<file path="src/rtl/imem_loader_if.sv">
// Byte-serial load channel for the instruction memory loader.
// The master drives bytes and the loader (slave) answers with byte_ready.
interface imem_loader_if;
  logic [7:0] byte_in;
  logic       byte_valid;
  logic       byte_ready;

  modport master (output byte_in, output byte_valid, input byte_ready);
  modport slave  (input byte_in, input byte_valid, output byte_ready);
endinterface

</file>
<file path="src/rtl/imem_loader.sv">
// Writable 32x16 instruction memory for the single-cycle datapath.
// Loaded as big-endian byte pairs followed by one XOR checksum byte.
module imem_loader #(
  parameter int WIDTH = 16,
  parameter int AW    = 5
) (
  input  logic             clk,
  input  logic             reset,
  input  logic [AW-1:0]    addr,
  output logic [WIDTH-1:0] q,
  input  logic             load_start,
  input  logic [AW:0]      load_len,
  imem_loader_if.slave     bus,
  output logic             cpu_hold,
  output logic             load_done,
  output logic             chk_err,
  output logic [AW:0]      word_count
);

  localparam int DEPTH = 1 << AW;
  localparam logic [AW:0] FULL_LEN = {1'b1, {AW{1'b0}}};
  localparam logic [AW:0] ONE_W    = {{AW{1'b0}}, 1'b1};

  localparam logic [2:0] S_IDLE    = 3'd0;
  localparam logic [2:0] S_GET_HI  = 3'd1;
  localparam logic [2:0] S_GET_LO  = 3'd2;
  localparam logic [2:0] S_GET_CHK = 3'd3;
  localparam logic [2:0] S_FINISH  = 3'd4;

  logic [2:0]    state_q, state_d;
  logic [AW:0]   len_q, len_d;
  logic [AW-1:0] wptr_q, wptr_d;
  logic [AW:0]   cnt_q, cnt_d;
  logic [7:0]    acc_q, acc_d;
  logic [7:0]    hi_q, hi_d;
  logic          err_q, err_d;

  // Power-up contents are zero; reset deliberately leaves the image intact.
  logic [WIDTH-1:0] mem [DEPTH] = '{default: '0};

  logic xfer;
  logic we;

  assign bus.byte_ready = (state_q == S_GET_HI) || (state_q == S_GET_LO) ||
                          (state_q == S_GET_CHK);
  assign xfer       = bus.byte_valid && bus.byte_ready;
  assign we         = (state_q == S_GET_LO) && xfer;
  assign cpu_hold   = (state_q != S_IDLE);
  assign load_done  = (state_q == S_FINISH);
  assign chk_err    = err_q;
  assign word_count = cnt_q;
  assign q          = mem[addr];

  always_comb begin
    state_d = state_q;
    len_d   = len_q;
    wptr_d  = wptr_q;
    cnt_d   = cnt_q;
    acc_d   = acc_q;
    hi_d    = hi_q;
    err_d   = err_q;
    case (state_q)
      S_IDLE: begin
        if (load_start) begin
          len_d   = (load_len == '0) ? FULL_LEN : load_len;
          wptr_d  = '0;
          cnt_d   = '0;
          acc_d   = '0;
          err_d   = 1'b0;
          state_d = S_GET_HI;
        end
      end
      S_GET_HI: begin
        if (xfer) begin
          hi_d    = bus.byte_in;
          acc_d   = acc_q ^ bus.byte_in;
          state_d = S_GET_LO;
        end
      end
      S_GET_LO: begin
        if (xfer) begin
          acc_d   = acc_q ^ bus.byte_in;
          wptr_d  = wptr_q + 1'b1;
          cnt_d   = cnt_q + ONE_W;
          state_d = ((cnt_q + ONE_W) == len_q) ? S_GET_CHK : S_GET_HI;
        end
      end
      S_GET_CHK: begin
        if (xfer) begin
          err_d   = (bus.byte_in != acc_q);
          state_d = S_FINISH;
        end
      end
      S_FINISH: state_d = S_IDLE;
      default:  state_d = S_IDLE;
    endcase
  end

  always_ff @(posedge clk) begin
    if (reset) begin
      state_q <= S_IDLE;
      len_q   <= '0;
      wptr_q  <= '0;
      cnt_q   <= '0;
      acc_q   <= '0;
      hi_q    <= '0;
      err_q   <= 1'b0;
    end else begin
      state_q <= state_d;
      len_q   <= len_d;
      wptr_q  <= wptr_d;
      cnt_q   <= cnt_d;
      acc_q   <= acc_d;
      hi_q    <= hi_d;
      err_q   <= err_d;
    end
  end

  // A reset edge abandons the session, including a low byte arriving on it.
  always_ff @(posedge clk) begin
    if (we && !reset) begin
      mem[wptr_q] <= {hi_q, bus.byte_in};
    end
  end

endmodule

</file>
<file path="src/flat_wrapper.sv">
// flat-port wrapper written by rule: the top's interface ports become plain ports
module imem_loader_flat 
#(
  parameter int WIDTH = 16,
  parameter int AW    = 5
)
  (clk, reset, addr, q, load_start, load_len, cpu_hold, load_done, chk_err, word_count, bus_byte_in, bus_byte_valid, bus_byte_ready);
  imem_loader_if bus_i ();
  input  logic clk;
  input  logic reset;
  input  logic [AW-1:0] addr;
  output logic [WIDTH-1:0] q;
  input  logic load_start;
  input  logic [AW:0] load_len;
  output logic cpu_hold;
  output logic load_done;
  output logic chk_err;
  output logic [AW:0] word_count;
  input wire logic [$bits(bus_i.byte_in)-1:0] bus_byte_in;
  input wire logic [$bits(bus_i.byte_valid)-1:0] bus_byte_valid;
  output wire logic [$bits(bus_i.byte_ready)-1:0] bus_byte_ready;
  assign bus_i.byte_in = bus_byte_in;
  assign bus_i.byte_valid = bus_byte_valid;
  assign bus_byte_ready = bus_i.byte_ready;
  imem_loader #(.WIDTH(WIDTH), .AW(AW)) u_core (.clk(clk), .reset(reset), .addr(addr), .q(q), .load_start(load_start), .load_len(load_len), .bus(bus_i), .cpu_hold(cpu_hold), .load_done(load_done), .chk_err(chk_err), .word_count(word_count));
endmodule
</file>
<file path="config.mk">
export PLATFORM = sky130hd
export DESIGN_NAME = imem_loader_flat
export DESIGN_NICKNAME = d
export VERILOG_FILES = /design/src/rtl/imem_loader_if.sv /design/src/rtl/imem_loader.sv /design/src/flat_wrapper.sv
export SDC_FILE = /design/constraint.sdc
export NUM_CORES = 1
export LEC_CHECK = 0
export BUFFER_PORTS_ARGS = -buffer_cell sky130_fd_sc_hd__buf_2
export CELL_PAD_IN_SITES_DETAIL_PLACEMENT = 1
export CELL_PAD_IN_SITES_GLOBAL_PLACEMENT = 1
export CORE_ASPECT_RATIO = 0.75
export CORE_UTILIZATION = 54
export CTS_BUF_LIST = sky130_fd_sc_hd__clkbuf_8 sky130_fd_sc_hd__clkbuf_16
export DETAILED_ROUTE_END_ITERATION = 8
export PLACE_DENSITY_LB_ADDON = 0.3
export SKIP_LAST_GASP = 1
export SLEW_MARGIN = 20
export SYNTH_ARGS = -nofsm -noshare
export SYNTH_HDL_FRONTEND = slang
export SYNTH_SLANG_ARGS = --single-unit
</file>
<file path="constraint.sdc">
create_clock -name clk -period 2.8 [get_ports clk]
set_input_delay 0.42 -clock clk [delete_from_list [all_inputs] [get_ports clk]]
set_output_delay 0.42 -clock clk [all_outputs]
set_load 0.02 [all_outputs]
</file>
# Yosys cells after proc, flatten, opt, wreduce, memory -nomap -nowiden
# Memories as Yosys holds them, arrays and structs flattened.
# Index checks and enable logic that the tools add are counted.
[classes]
add_sub_neg = 2
n_eq_ne = 11
muxes = 21
bitwise_logic = 1
n_reduce_logical = 19
[op_table]
columns = ["cell", "n"]
rows = [
  ["2-to-1 mux 6 bit", 3],
  ["2-to-1 mux 8 bit", 2],
  ["case mux 8 bit (2 select lines)", 1],
  ["2-to-1 mux 3 bit", 4],
  ["case mux 3 bit (4 select lines)", 1],
  ["case mux 6 bit (2 select lines)", 1],
  ["2-to-1 mux 5 bit", 2],
  ["case mux 5 bit (2 select lines)", 1],
  ["AND reduction 3 bit", 3],
  ["!= test 2 x 1 -> 1 bit, second input constant", 4],
  ["!= test 8 bit", 1],
  ["bitwise XOR 8 bit", 1],
  ["adder 6 x 1 -> 6 bit, second input constant", 1],
  ["equality test 3 x 2 -> 1 bit, second input constant", 2],
  ["equality test 6 bit", 1],
  ["zero test 6 bit", 1],
  ["nonzero test 2 bit", 3],
  ["adder 5 x 1 -> 5 bit, second input constant", 1],
  ["2-to-1 mux 1 bit", 4],
  ["AND reduction 2 bit", 2],
  ["AND reduction 4 bit", 1],
  ["equality test 3 x 1 -> 1 bit, second input constant", 1],
  ["equality test 3 bit, second input constant", 1],
  ["logical AND 1 bit", 3],
  ["other kinds (8)", 9],
]
[totals]
reg_bits = 37
ram_bits = 512
inputBits = 23
out_inout_bits = 26
n_memories = 1
[memory_table]
columns = ["memory", "words", "width", "read_ports", "rd_clocked_by_memory_dff", "wr", "line_no", "source"]
rows = [
  ["u_core.mem", 32, 16, 1, 0, 1, "imem_loader.sv:39", "logic [WIDTH-1:0] mem [DEPTH] = '{default: '0};"],
]

# Longest topological paths before layout
[logic_depth]
ltp_word = 8
ltp_mapped = 7
depth_no_buf = 6

# Worst setup path after synthesis
# Ideal clock, no wire load.
[synth_timing]
path_type = "register to register"
from = "register u_core.state_q[1]"
to = "memory u_core.mem[31][0] (enable)"
setup_ns = 0.388
arrival_ns = 1.847
path_slack_ns = 0.565
path_stages_with_launch = 7
synth_period_minus_slack_ns = 2.235
path_cell_list = "dfxtp_1 buf_4 buf_2 nand3_1 nor2_1 nand2_1 nor2_1"
[synth_between]
elab_chain_cells = 8
[synth_rtl]
columns = ["item", "line_no", "source"]
rows = [
  ["start: declaration", "imem_loader.sv:30", "logic [2:0] state_q, state_d;"],
  ["start signal: assignment", "imem_loader.sv:109", "state_q <= state_d;"],
  ["equality test 3 x 1 -> 1 bit or equality test 3 x 2 -> 1 bit (tied branches)", "imem_loader.sv:44, imem_loader.sv:47", ""],
  ["logical OR 1 bit (2 in a row)", "imem_loader.sv:44", "assign bus.byte_ready = (state_q == S_GET_HI) || (state_q == S_GET_LO) ||"],
  ["logical AND 1 bit", "imem_loader.sv:46", "assign xfer = bus.byte_valid && bus.byte_ready;"],
  ["logical AND 1 bit (*)", "imem_loader.sv:47", "assign we = (state_q == S_GET_LO) && xfer;"],
  ["logical AND 1 bit (*)", "imem_loader.sv:121", "if (we && !reset) begin"],
  ["2-to-1 mux 1 bit (*)", "imem_loader.sv:121", ""],
  ["2-to-1 mux 1 bit (implied by the code) (*)", "imem_loader.sv:122", "mem[wptr_q] <= {hi_q, bus.byte_in};"],
  ["end: declaration", "imem_loader.sv:39", ""],
]
# Mark *: on every way between the ends. The rest lies on a longest branch, timed or not.

# Worst setup path in the final report
[layout_timing]
from = "input addr[2]"
to = "output q[15]"
[layout_between]
elab_chain_cells = 1
[layout_rtl]
columns = ["item", "line_no", "source"]
rows = [
  ["start: declaration", "flat_wrapper.sv:11", "input logic [AW-1:0] addr;"],
  ["memory read (32 x 16 bit)", "--", ""],
  ["end: declaration", "flat_wrapper.sv:12", "output logic [WIDTH-1:0] q;"],
]
# No other way between the ends.

==> impl_metrics.py <==
metrics = {
    "floorplanning": {
        "dieArea_sq_um": 41500,
        "io_pins": 49,
        "initial_core_util_pct": 55.2,
        "die_h_um": 177,
        "rows": 63,
        "fp.dieW_um": 235,
        "fp.coreArea_sq_um": 39800,
    },
    "timing": {
        "slew_viol_final": 0,
        "finalHoldViolCount": 0,
        "setup_tns_ns": 0,
        "min_period_over_period_pct": 92.4,
        "fin_worst_skew_ns": 0.0195,
        "max_freq_mhz": 387,
        "tightest_slew_ns": 0.757,
        "rsz0062_at_grt": "no",
        "holdWs_ns": 0.0789,
        "setup_violations": 0,
        "layout_min_cycle_time_ns": 2.59,
        "relSlewSlack_pct": 49.5,
    },
    "worst_setup_path": {
        "cp.arrival_ns": 2.17,
        "start_kind": "input pin",
        "cp-end-kind": "output pin",
        "worst-path-buf-inv": 3,
        "cp_max_fo": 21,
        "crit_family": "simple AND/OR/NAND/NOR gates",
        "critPathMaxStageDelay_ns": 0.38,
        "slowest_stage": "and2_2",
        "crit_chain": "buf_2, and2_2, buf_12, a22oi_1, nand3_1, nand4_1, buf_2",
        "critPathRequiredTime_ns": 2.38,
        "crit_type": "in -> out",
        "crit_top_cell": "buf_2",
    },
    "clocking": {
        "cts-htree-levels": 2,
        "cts_root_buffer": "clkbuf_16",
        "cts_inserted_buffers": 53,
        "cts.clk_slew.worst_paths_ns": 0.06,
        "clk_latency_ns": 0.59,
        "cts_setup_buffers": 0,
        "cts-hold-fix-buffers": 0,
        "cts_tree": "built",
        "cts_resized": 0,
        "ctsLongestPathBuffers": 3,
        "cts.sinks": 549,
    },
    "place": {
        "place_congestion": 0.809,
        "place.detailed.hpwl_mm": 37.3,
        "port_buffers": 48,
        "place_area_sq_um": 23600,
    },
    "drt": {
        "drt-initial-drc-count": 1319,
        "routed_wl_mm": 61.9,
        "vias_per_cell": 6.40,
        "drc": 0,
        "drt_pass1_iterations": 7,
        "wl_per_cell_um": 30.8,
        "ant_nets": 0,
        "vias": 12900,
    },
    "global_routing": {
        "grt-ovfl-total": 0,
        "grt_pass1_wl_mm": 89.8,
        "grt_max_degree": 54,
        "antenna_found_initial": 0,
        "grtUsageTotal_pct": 30.1,
        "grt_pass1_vias": 13500,
    },
    "logic_synthesis": {
        "synth_flop_cell": "edfxtp_1",
        "ys_warn_count": 0,
        "yosysSeqAreaShare_pct": 73.4,
        "syn-num-nets": 1373,
        "async_flop_share_pct": 0,
        "syn_avg_cell_area_sq_um": 16.3,
        "synth_edf_count": 512,
        "synth-seq-cells": 549,
        "synthDistinctLibCells": 48,
        "synth.cell_area_sq_um": 22000,
        "syn_inst": 1345,
    },
    "final_layout": {
        "antenna-diode-count": 0,
        "area_delta_synth_final_pct": 14.7,
        "fin_area_sq_um": 25200,
        "n_fill_cell": 3512,
        "drive_gt1_share_pct": 16.2,
        "final_common_cell": "edfxtp_1",
        "final_cell_mix": "edfxtp_1, mux2i_1, a22oi_1",
        "fin_nets": 1485,
    },
    "pwr": {
        "peakVddDrop_mv": 0.534,
        "power.density_nw_per_um2": 663,
        "clockPowerShare_pct": 40.3,
        "internal_power_w": 0.0130,
        "seq_power_share_pct": 53.8,
        "swShare_pct": 22.3,
        "pwr-share-comb_pct": 5.9,
        "p_sw_w": 0.00373,
        "p_leak_nw": 8.67,
    },
    "min_path": {
        "hold_path_class": "in -> reg",
    },
    "job": {
        "max_cap_violations": 0,
    },
    "outcome": {
        "outcome": "finished clean",
    },
}
[per-layer routing]
metal	track usage, %	wire [um]
met4	9.84	1710
met1	40.1	25100
met5	0	0
met2	50.1	30100
met3	6.04	4870
[worst register-to-register path: cells and delay by family (launching register included)]
family        cells  cell delay [ns]
buf+inv           1             0.29
flops             1             0.34
simple gates      5             1.29
[power groups by stage]
| stage | clock [W] | sequential, W | combinational [W] |
|---|---|---|---|
| 2_1_floorplan | 0 | 0.00917 | 0.000556 |
| 4_1_cts | 0.00679 | 0.00899 | 0.000981 |
| 5_1_grt | 0.00705 | 0.00899 | 0.00104 |
| 3_3_place_gp | 0 | 0.00916 | 0.000939 |
| 6_report | 0.00673 | 0.00899 | 0.000984 |
| 3_5_place_dp | 0 | 0.00917 | 0.000972 |
[Yosys cell counts (5+ instances only)]
| library cell | n | area share [%] |
|---|---|---|
| mux2i_1 | 265 | 12 |
| ha_1 | 5 | 0.28 |
| buf_2 | 20 | 0.46 |
| clkbuf_1 | 22 | 0.38 |
| edfxtp_1 | 512 | 70 |
| buf_1 | 7 | 0.12 |
| nand3_1 | 70 | 1.6 |
| nand2b_1 | 6 | 0.17 |
| nand4_1 | 21 | 0.60 |
| o21ai_0 | 10 | 0.23 |
| dfxtp_1 | 37 | 3.4 |
| nand2_1 | 35 | 0.60 |
| buf_4 | 30 | 1.0 |
| inv_1 | 8 | 0.14 |
| a22oi_1 | 112 | 3.8 |
| xor2_1 | 6 | 0.24 |
| nor2_1 | 55 | 0.94 |
| nor2b_1 | 19 | 0.54 |
| a32o_1 | 8 | 0.36 |
| xnor2_1 | 8 | 0.32 |
| nor3_1 | 7 | 0.16 |
| nand3b_1 | 5 | 0.17 |
| a21oi_1 | 31 | 0.71 |
[flip-flops by register name, indices dropped and copies added (netlist names)]
signal             flops
u_core.acc_q           8
u_core.chk_err         1
u_core.hi_q            8
u_core.len_q           6
u_core.mem           512
u_core.state_q         3
u_core.word_count      6
u_core.wptr_q          5
[final cells by class]
class / instances / area (sq um) / share of cell area (%)
clock buffer: 55 / 1370 / 5.42
clock inverter: 33 / 220 / 0.874
inverter: 8 / 30.0 / 0.119
multi-input combinational: 705 / 5390 / 21.4
sequential: 549 / 16100 / 64.0
tap: 520 / 651 / 2.58
timing repair buffer: 140 / 1430 / 5.67
[per-stage QoR]
stage	power (W)	std cells	util (%)	worst slack, ns
after global routing	0.0171	2010	63.3	0.139
after floorplan	0.00972	1345	-	0.565
after global placement	0.0101	1922	59.3	0.247
final	0.0167	2010	63.3	0.214
after CTS	0.0168	2010	63.3	0.259
after detailed placement	0.0101	1922	59.3	0.258
[worst paths after layout]
path | slack [ns] | end | cells after the start | from
worst min-delay path | 0.08 | u_core.len_q[5] | 3 | load_len[5]
worst max-delay path | 0.21 | q[15] | 7 | addr[2]
worst max register to register | 0.57 | u_core.mem[26][4] | 6 | u_core.state_q[2]
worst min register to register | 0.47 | u_core.len_q[2] | 2 | u_core.len_q[2]
[cells by family after synthesis]
group,count (synthesis),share of synthesized area (%)
xor+xnor,14,0.558
mux,266,12.1
fa+ha+maj,5,0.285
flops,549,73.4
buf+inv,91,2.32
compound gates,173,5.55
simple gates,247,5.80
Note: power is estimated with default switching activity, not from simulation.
